## src/rtl/sdram_port_arbiter.sv

```systemverilog
// Three-port req/ack arbiter in front of a single SDRAM controller.
// Fixed priority video > ioctl > cpu, with a skip counter that forces a starved port in.
module sdram_port_arbiter #(
    parameter int AW       = 24,
    parameter int DW       = 16,
    parameter int MAX_SKIP = 4
) (
    input  logic            clk,
    input  logic            reset,

    input  logic            p0_req,
    input  logic            p0_we,
    input  logic [AW-1:0]   p0_addr,
    input  logic [DW-1:0]   p0_wdata,
    input  logic [DW/8-1:0] p0_be,
    output logic            p0_ack,
    output logic [DW-1:0]   p0_rdata,

    input  logic            p1_req,
    input  logic            p1_we,
    input  logic [AW-1:0]   p1_addr,
    input  logic [DW-1:0]   p1_wdata,
    input  logic [DW/8-1:0] p1_be,
    output logic            p1_ack,
    output logic [DW-1:0]   p1_rdata,

    input  logic            p2_req,
    input  logic            p2_we,
    input  logic [AW-1:0]   p2_addr,
    input  logic [DW-1:0]   p2_wdata,
    input  logic [DW/8-1:0] p2_be,
    output logic            p2_ack,
    output logic [DW-1:0]   p2_rdata,

    output logic            mem_req,
    output logic            mem_we,
    output logic [AW-1:0]   mem_addr,
    output logic [DW-1:0]   mem_wdata,
    output logic [DW/8-1:0] mem_be,
    input  logic            mem_ready,
    input  logic            mem_done,
    input  logic [DW-1:0]   mem_rdata,

    output logic            busy,
    output logic [1:0]      grant
);
    localparam int BW = DW / 8;
    localparam int SW = $clog2(MAX_SKIP + 1);

    typedef enum logic [1:0] {IDLE, ISSUE, WAIT, ACK} state_t;

    state_t state;

    logic [2:0]          req;
    logic [2:0]          we;
    logic [AW-1:0]       addr  [3];
    logic [DW-1:0]       wdata [3];
    logic [BW-1:0]       be    [3];

    logic [SW-1:0]       skip  [3];
    logic [2:0]          ack_r;
    logic [DW-1:0]       rdata_r [3];

    logic [2:0]          forced;
    logic [1:0]          win;
    logic                sel_we;
    logic [AW-1:0]       sel_addr;
    logic [DW-1:0]       sel_wdata;
    logic [BW-1:0]       sel_be;

    assign req      = {p2_req, p1_req, p0_req};
    assign we       = {p2_we, p1_we, p0_we};
    assign addr[0]  = p0_addr;
    assign addr[1]  = p1_addr;
    assign addr[2]  = p2_addr;
    assign wdata[0] = p0_wdata;
    assign wdata[1] = p1_wdata;
    assign wdata[2] = p2_wdata;
    assign be[0]    = p0_be;
    assign be[1]    = p1_be;
    assign be[2]    = p2_be;

    assign p0_ack   = ack_r[0];
    assign p1_ack   = ack_r[1];
    assign p2_ack   = ack_r[2];
    assign p0_rdata = rdata_r[0];
    assign p1_rdata = rdata_r[1];
    assign p2_rdata = rdata_r[2];

    // Starved ports (skip count at the bound) beat plain fixed priority.
    always_comb begin
        forced = '0;
        for (int unsigned i = 0; i < 3; i++)
            forced[i] = req[i] && (skip[i] == SW'(MAX_SKIP));
        if (forced[0])      win = 2'd0;
        else if (forced[1]) win = 2'd1;
        else if (forced[2]) win = 2'd2;
        else if (req[0])    win = 2'd0;
        else if (req[1])    win = 2'd1;
        else                win = 2'd2;
    end

    always_comb begin
        sel_we    = 1'b0;
        sel_addr  = '0;
        sel_wdata = '0;
        sel_be    = '0;
        for (int unsigned i = 0; i < 3; i++) begin
            if (win == 2'(i)) begin
                sel_we    = we[i];
                sel_addr  = addr[i];
                sel_wdata = wdata[i];
                sel_be    = be[i];
            end
        end
    end

    always_ff @(posedge clk or posedge reset) begin
        if (reset) begin
            state     <= IDLE;
            mem_req   <= 1'b0;
            mem_we    <= 1'b0;
            mem_addr  <= '0;
            mem_wdata <= '0;
            mem_be    <= '0;
            busy      <= 1'b0;
            grant     <= 2'd3;
            ack_r     <= '0;
            for (int unsigned i = 0; i < 3; i++) begin
                skip[i]    <= '0;
                rdata_r[i] <= '0;
            end
        end else begin
            case (state)
                IDLE: begin
                    if (|req) begin
                        grant     <= win;
                        mem_we    <= sel_we;
                        mem_addr  <= sel_addr;
                        mem_wdata <= sel_wdata;
                        mem_be    <= sel_be;
                        mem_req   <= 1'b1;
                        busy      <= 1'b1;
                        state     <= ISSUE;
                        for (int unsigned i = 0; i < 3; i++) begin
                            if (win == 2'(i))
                                skip[i] <= '0;
                            else if (req[i] && skip[i] != SW'(MAX_SKIP))
                                skip[i] <= skip[i] + 1'b1;
                        end
                    end
                end
                ISSUE: begin
                    if (mem_ready) begin
                        mem_req <= 1'b0;
                        if (mem_done) begin
                            state <= ACK;
                            for (int unsigned i = 0; i < 3; i++) begin
                                if (grant == 2'(i)) begin
                                    ack_r[i] <= 1'b1;
                                    if (!mem_we)
                                        rdata_r[i] <= mem_rdata;
                                end
                            end
                        end else begin
                            state <= WAIT;
                        end
                    end
                end
                WAIT: begin
                    if (mem_done) begin
                        state <= ACK;
                        for (int unsigned i = 0; i < 3; i++) begin
                            if (grant == 2'(i)) begin
                                ack_r[i] <= 1'b1;
                                if (!mem_we)
                                    rdata_r[i] <= mem_rdata;
                            end
                        end
                    end
                end
                ACK: begin
                    ack_r <= '0;
                    busy  <= 1'b0;
                    state <= IDLE;
                end
                default: state <= IDLE;
            endcase
        end
    end
endmodule
```

## config.mk

```make
export PLATFORM = sky130hd
export DESIGN_NAME = sdram_port_arbiter
export DESIGN_NICKNAME = d
export VERILOG_FILES = /design/src/rtl/sdram_port_arbiter.sv
export SDC_FILE = /design/constraint.sdc
export NUM_CORES = 1
export LEC_CHECK = 0
export BUFFER_PORTS_ARGS = -buffer_cell sky130_fd_sc_hd__buf_2
export CORE_MARGIN = 2
export CORE_UTILIZATION = 47
export DETAILED_ROUTE_END_ITERATION = 16
export PLACE_DENSITY = 0.79
export RECOVER_POWER = 50
export SLEW_MARGIN = 20
export SYNTH_ARGS = -nofsm -noshare
export SYNTH_HDL_FRONTEND = slang
export SYNTH_SLANG_ARGS = --single-unit
```

## constraint.sdc

```tcl
create_clock -name clk -period 3.6 [get_ports clk]
set_input_delay 0 -clock clk [delete_from_list [all_inputs] [get_ports clk]]
set_output_delay 0 -clock clk [all_outputs]
set_load 0.01 [all_outputs]
```

==> results.json, run 1 <==
{
  "status": "finished, violations left",
  "violations": "capacitance limit, slew limit",
  "tns_ns": 0,
  "avgRoutedWirePerCell_um": 16.67,
  "grt_max_degree": 63,
  "fmax_ghz": 0.3094,
  "dieWidth_um": 109.5,
  "period_share": 0.8979,
  "hpwlAfterDp_mm": 9.990,
  "synthArstFlopShare": 1.000,
  "synthesis.area_um2": 5229,
  "cp_slowest_stage_delay_ns": 0.69,
  "n_antenna_cell": 0,
  "synth_edf_count": 0,
  "synthAdderAreaFrac": 0.02393,
  "critical_path.max_fanout": 30,
  "min_path_type": "in -> reg",
  "clk_latency_ns": 0.37,
  "synth_fp_nets": 621,
  "nets": 969,
  "holdCritStartpoint": "mem_done",
  "wl_met3_mm": 1.087,
  "rsz0062_at_grt": "no",
  "post_cts_buffers": 0,
  "cellPowerDensity_nw_per_um2": 762.3,
  "final_cells": 952,
  "core_area_um2": 10840,
  "start_util": 0.4823,
  "tritoncts": "yes",
  "hold_viol": 0,
  "finalCriticalPeriod_ns": 3.232,
  "grt_pass1_wl_mm": 24.49,
  "firstDrtPassIters": 4,
  "rr_startpoint": "skip[0]",
  "cts_resized": 0,
  "synth-compound-area-share": 0.1512,
  "ys_warn_count": 0,
  "clock_sinks": 109,
  "rows": 38,
  "cap_violations": 1,
  "start_kind": "register",
  "drive_gt1_frac": 0.2931,
  "cts_buffers": 9,
  "fp.dieH_um": 109.5,
  "dp_cells": 830,
  "whs_path_depth": 3,
  "fin_skew_ns": 0.009757,
  "synth_seq_cells": 109,
  "clk_pin_slew_ns": 0.11,
  "cpMaxStageDelayCell": "o211ai_4",
  "wl_mm": 15.87,
  "hold_end": "state[0]",
  "grt_pass1_vias": 5195,
  "wl_met2_mm": 7.975,
  "postSynthCellCount": 459,
  "worstReg2RegEnd": "mem_wdata[4]",
  "synth-simple-area-share": 0.1039,
  "synth_top_family_by_area": "compound AO/OA/AOI/OAI gates",
  "dr.first_iter.drc_count": 380,
  "wl_met1_mm": 6.107,
  "synth_seq_area_share": 0.5221,
  "synthMuxAreaShare": 0.1445,
  "cpMostUsedCell": "dlygate4sd3_1",
  "gp_congestion": 0.7930,
  "cellLeakagePower_nw": 3.681,
  "pre_cts_ws_ns": 1.112,
  "detail-route-antenna-nets": 0,
  "critPathCaptureType": "register",
  "synth.avg_cell_area_um2": 11.39,
  "vias": 5156,
  "ir_drop_mv": 0.3683,
  "dieArea_um2": 11980,
  "track_usage": 0.2646,
  "clockRootBuffer": "clkbuf_8",
  "h-tree-depth": 3,
  "placed_area_um2": 6568,
  "top_layer": "met4",
  "holdBufCountCts": 106,
  "io_buffer_count": 249,
  "globalRouteOverflowTotal": 0,
  "drc": 0,
  "crit_chain": "inv_1, ha_1, a31oi_1, o211ai_4, mux2i_1, dlygate4sd3_1, o221ai_1, dlygate4sd3_1",
  "setup_ws_ns": 0.3676,
  "max_slew_margin": -0.7771,
  "ios": 250,
  "critical_path_class": "reg -> reg",
  "antenna_found_initial": 0,
  "viasPerCell": 5.416,
  "hold_ws_ns": 0.009959,
  "synth_ff_type": "dfrtp_1",
  "cts_buffer_depth": 2,
  "tightest_slew_ns": 2.651,
  "r2r_cells": 8,
  "reg2reg_slack_ns": 0.37,
  "crit_required_ns": 3.86,
  "arrival_ns": 3.49,
  "synthXorXnorAreaFrac": 0.001675,
  "design_area_um2": 7684,
  "finalSetupViolations": 0,
  "syn2layout_area_growth_pct": 46.95,
  "synth.distinct_cells": 46,
  "slew_violations": 63
}
-- how the worst max path moves through the flow --
stage / startpoint / endpoint / slack (ns) / cells after the start
final: skip[0] / mem_wdata[4] / 0.37 / 8
after detailed placement: state[0] / mem_addr[16] / 1.11 / 6
after floorplan: reset / ack_r[0] / 0.73 / 1
after global routing: skip[1] / mem_wdata[4] / 0.16 / 8
after global placement: state[1] / p1_rdata[1] / 1.26 / 6
after CTS: skip[0] / mem_wdata[4] / 0.36 / 8
-- routing by layer --
metal  up-vias  global-route usage
met3        67             0.05039
met4         0              0.1483
li1       2341                   -
met1      2473              0.3013
met5         -                   0
met2       275              0.4647
-- cells in the mapped netlist, drive strengths merged (2+ instances only) --
cell | count | area (µm²)
a221o | 29 | 290.3
buf | 20 | 146.4
dfrtp | 107 | 2678
and3 | 2 | 12.51
clkbuf | 8 | 31.28
inv | 26 | 97.59
mux2i | 14 | 140.1
or3 | 2 | 17.52
a211oi | 2 | 15.01
ha | 10 | 125.1
mux2 | 48 | 615.6
o31ai | 3 | 36.28
and2 | 2 | 12.51
nor2 | 9 | 33.78
dfstp | 2 | 52.55
o221ai | 14 | 122.6
nand2 | 85 | 319.1
a31oi | 5 | 31.28
nor3 | 6 | 63.81
nand3 | 8 | 40.04
o21ai | 38 | 190.2
a21oi | 3 | 15.01
o22ai | 2 | 12.51
nand4 | 2 | 12.51
-- report_power, final --
part / leakage [nW] / switching (mW) / internal (mW) / total, mW
Sequential: 1.34 / 0.379 / 1.81 / 2.19
Clock: 0.0873 / 0.427 / 0.256 / 0.682
Combinational: 2.25 / 1.47 / 1.51 / 2.99
Total: 3.68 / 2.28 / 3.58 / 5.86
-- flip-flops by register name (all words and copies together), names as in the netlist --
signal / count
ack_r: 3
busy: 1
grant: 2
mem_addr: 24
mem_be: 2
mem_req: 1
mem_wdata: 16
mem_we: 1
p0_rdata: 16
p1_rdata: 16
p2_rdata: 16
skip: 9
state: 2
-- layout by cell type (no fill, tap or decap), types with 3 or more instances in the layout --
master / count
buf_2: 152
dfrtp_1: 107
dlygate4sd3_1: 106
clkbuf_1: 97
nand2_1: 85
o21ai_0: 37
a221o_1: 29
mux2_2: 28
inv_1: 25
mux2_4: 20
mux2i_1: 14
o221ai_1: 14
ha_1: 10
buf_4: 10
nor2_1: 9
clkbuf_8: 9
nand3_1: 8
a31oi_1: 5
nor3_4: 3
clkinv_2: 3
-- per-stage QoR --
stage / util / power [mW]
after floorplan: - / 3.796
after global routing: 0.7088 / 6.271
final: 0.7088 / 5.857
after CTS: 0.7198 / 5.938
after detailed placement: 0.6058 / 4.760
after global placement: 0.6058 / 4.635
-- cell families after synthesis --
logic type	after synthesis
AO/OA/AOI/OAI	104
XOR/XNOR	1
adder cells (fa/ha/maj)	10
buffers and inverters	54
flip-flops	109
multiplexers	62
AND/OR/NAND/NOR	119
-- worst max-delay path, delay by kind of cell, from the launching register on --
kind / cells / cell delay (ns)
AOI/OAI and AO/OA: 3 / 0.95
adders and majority gates: 1 / 0.24
buffers and inverters: 3 / 1.25
DFF: 1 / 0.42
muxes: 1 / 0.25
-- cell type report --
| type | count | area [µm²] |
|---|---|---|
| Sequential cell | 109 | 2730 |
| Inverter | 26 | 98.84 |
| Fill cell | 772 | 3157 |
| Timing Repair Buffer | 365 | 2261 |
| Clock buffer | 9 | 123.9 |
| Multi-Input combinational cell | 296 | 2245 |
| Tap cell | 140 | 175.2 |
| Clock inverter | 7 | 50.05 |
No activity file was read; power rests on OpenSTA's default activity.
==> run 2, diff against run 1 <==
--- a/config.mk
+++ b/config.mk
@@ -5,9 +5,11 @@
 export SDC_FILE = /design/constraint.sdc
 export NUM_CORES = 1
 export LEC_CHECK = 0
+export ABC_AREA = 1
 export BUFFER_PORTS_ARGS = -buffer_cell sky130_fd_sc_hd__buf_2
+export CORE_ASPECT_RATIO = 1.75
 export CORE_MARGIN = 2
-export CORE_UTILIZATION = 47
+export CORE_UTILIZATION = 48
 export DETAILED_ROUTE_END_ITERATION = 16
 export PLACE_DENSITY = 0.79
 export RECOVER_POWER = 50
==> results.json, run 2 <==
{
  "cpMaxStageDelayCell": "buf_4",
  "ir_drop_mv": 0.5953,
  "cts_resized": 0,
  "io_buffer_count": 249,
  "rr_startpoint": "skip[6]",
  "synth.avg_cell_area_um2": 7.409,
  "cellLeakagePower_nw": 4.122,
  "synth.distinct_cells": 26,
  "avgRoutedWirePerCell_um": 15.00,
  "synth_top_family_by_area": "simple AND/OR/NAND/NOR gates",
  "finalSetupViolations": 0,
  "firstDrtPassIters": 5,
  "yosysMostFrequentCell": "nand2_1",
  "design_area_um2": 7761,
  "antenna_found_initial": 0,
  "violations": "hold timing, capacitance limit, slew limit",
  "globalRouteOverflowTotal": 0,
  "postSynthCellCount": 749,
  "max_slew_margin": -0.2572,
  "fp.dieH_um": 146.2,
  "rows": 52,
  "path_delay_family": "buffers and inverters",
  "synthMuxAreaShare": 0,
  "min_path_type": "in -> reg",
  "largest_reg_flops": 24,
  "whs_path_depth": 5,
  "drive_gt1_frac": 0.1703,
  "clk_pin_slew_ns": 0.07,
  "reg2reg_slack_ns": 0.31,
  "wl_mm": 17.88,
  "synth-simple-area-share": 0.3152,
  "clk_latency_ns": 0.34,
  "clockRootBuffer": "clkbuf_16",
  "viasPerCell": 5.093,
  "cp.buffers_inverters": 4,
  "grt_max_degree": 91,
  "utilization": 0.6778,
  "slew_violations": 91,
  "tritoncts": "yes",
  "post_cts_buffers": 0,
  "synth_ff_type": "dfrtp_1",
  "hold_ws_ns": -0.001780,
  "synth_edf_count": 0,
  "regMostFlops": "mem_addr",
  "arrival_ns": 3.57,
  "synthXorXnorAreaFrac": 0.004735,
  "dr.first_iter.drc_count": 276,
  "hpwlAfterDp_mm": 11.70,
  "dieArea_um2": 12470,
  "synthAdderAreaFrac": 0.02255,
  "synth.area.top_cells": "dfrtp_1, nand2_1, nand3_1",
  "dp_cells": 1096,
  "grt_pass1_vias": 5959,
  "setup_ws_ns": 0.3082,
  "fmax_ghz": 0.3038,
  "clock_sinks": 109,
  "status": "finished, violations left",
  "placed_area_um2": 6803,
  "start_kind": "register",
  "vias": 6071,
  "r2r_cells": 11,
  "synthesis.area_um2": 5549,
  "start_util": 0.4846,
  "yosysTopAreaCellShare": 0.4825,
  "cellPowerDensity_nw_per_um2": 758.3,
  "hold_viol": 2,
  "detail-route-antenna-nets": 0,
  "synth_top_area_cell": "dfrtp_1",
  "p_total_mw": 5.885,
  "nets": 1214,
  "crit_chain": "inv_1, ha_1, nand3_2, nand3_2, buf_4, nand3_1, nand2_1, dlygate4sd3_1, nor2_1, dlygate4sd3_1, nor2_1",
  "layout_common_cells": "nand2_1, buf_2, dfrtp_1",
  "dieWidth_um": 85.28,
  "final_cells": 1192,
  "fill_cells": 1009,
  "drc": 0,
  "cts_buffers": 9,
  "critical_path.max_fanout": 76,
  "track_usage": 0.2834,
  "synth_seq_area_share": 0.4920,
  "synthArstFlopShare": 1.000,
  "worstReg2RegEnd": "mem_addr[10]",
  "critical_path_class": "reg -> reg",
  "yosys-top-cells-count": "nand2_1, dfrtp_1, nand3_1, nor2_1, o21ai_0",
  "period_share": 0.9144,
  "core_area_um2": 11450,
  "ios": 250,
  "mostFrequentLayoutCell": "nand2_1",
  "synth-compound-area-share": 0.08027,
  "holdCritStartpoint": "p2_wdata[11]",
  "n_antenna_cell": 0,
  "cts_buffer_depth": 2,
  "cap_violations": 1,
  "synth_fp_nets": 911,
  "setup.worst_path.start": "skip[6]",
  "rsz0062_at_grt": "no",
  "grt_pass1_wl_mm": 28.11,
  "finalCriticalPeriod_ns": 3.292,
  "tns_ns": 0,
  "critPathCaptureType": "register",
  "fin_skew_ns": 0.007288,
  "tightest_slew_ns": 1.886,
  "ys_warn_count": 0,
  "cp_slowest_stage_delay_ns": 0.60,
  "hold_end": "mem_wdata[11]",
  "syn2layout_area_growth_pct": 39.86,
  "synth_seq_cells": 109,
  "pre_cts_ws_ns": 0.9694,
  "h-tree-depth": 3,
  "gp_congestion": 0.8820,
  "crit_required_ns": 3.88
}
run 2: changes by cell type in the layout (fill, tap and decap cells not counted), sizes merged, moves of 40 or more:
cell   delta
mux2     -48
o21ai    +40
inv      +43
nand3    +87
nor2     +81
nand2   +153
run 2: metal layers:
metal / track usage / share of wire / routed length [µm]
met4: 0.1365 / 0.045 / 798
met5: 0 / 0 / 0
met3: 0.04918 / 0.071 / 1277
met1: 0.3149 / 0.37 / 6557
met2: 0.5109 / 0.52 / 9246
run 2: logic make-up after synthesis:
kind of cell / Yosys count
AOI/OAI and AO/OA: 87
and+or+nand+nor: 427
adders and majority gates: 10
xor gates and xnor gates: 3
DFF: 109
buffers and inverters: 113
run 2: what timing repair did:
item                                    4_1_cts  5_1_grt
endpoints found under the hold margin       176        0
hold buffers                                 80        0
endpoints found under the setup margin        0        0
run 2: cell type report:
type / instances / area, µm² / area share
sequential: 109 / 2730 / 0.3518
multi-input combinational: 527 / 2351 / 0.3029
timing repair buffer: 334 / 1963 / 0.2529
inverter: 71 / 270.3 / 0.03482
clock buffer: 11 / 242.7 / 0.03128
tap: 135 / 168.9 / 0.02176
clock inverter: 5 / 35.03 / 0.004514
run 2: worst reg2reg max path, stage by stage (launching register included):
cell           delay [ns]
dfrtp_1              0.39
inv_1                0.09
ha_1                 0.16
nand3_2              0.28
nand3_2              0.20
buf_4                0.60
nand3_1              0.19
nand2_1              0.10
dlygate4sd3_1        0.55
nor2_1               0.04
dlygate4sd3_1        0.55
nor2_1               0.09
run 2: worst max path at each step:
stage / slack, ns / end / cells past startpoint
2_1_floorplan: 0.73 / ack_r[0] / 1
3_3_place_gp: 1.09 / skip[4] / 9
3_5_place_dp: 0.97 / mem_addr[12] / 8
4_1_cts: 0.36 / mem_addr[10] / 11
5_1_grt: 0.10 / mem_addr[10] / 11
6_report: 0.31 / mem_addr[10] / 11
run 2: power breakdown:
| part | leakage [nW] | switching [mW] | internal [mW] |
|---|---|---|---|
| Clock | 0.136 | 0.436 | 0.490 |
| Combinational | 2.65 | 1.72 | 1.02 |
| Sequential | 1.34 | 0.386 | 1.83 |
| Total | 4.12 | 2.54 | 3.34 |
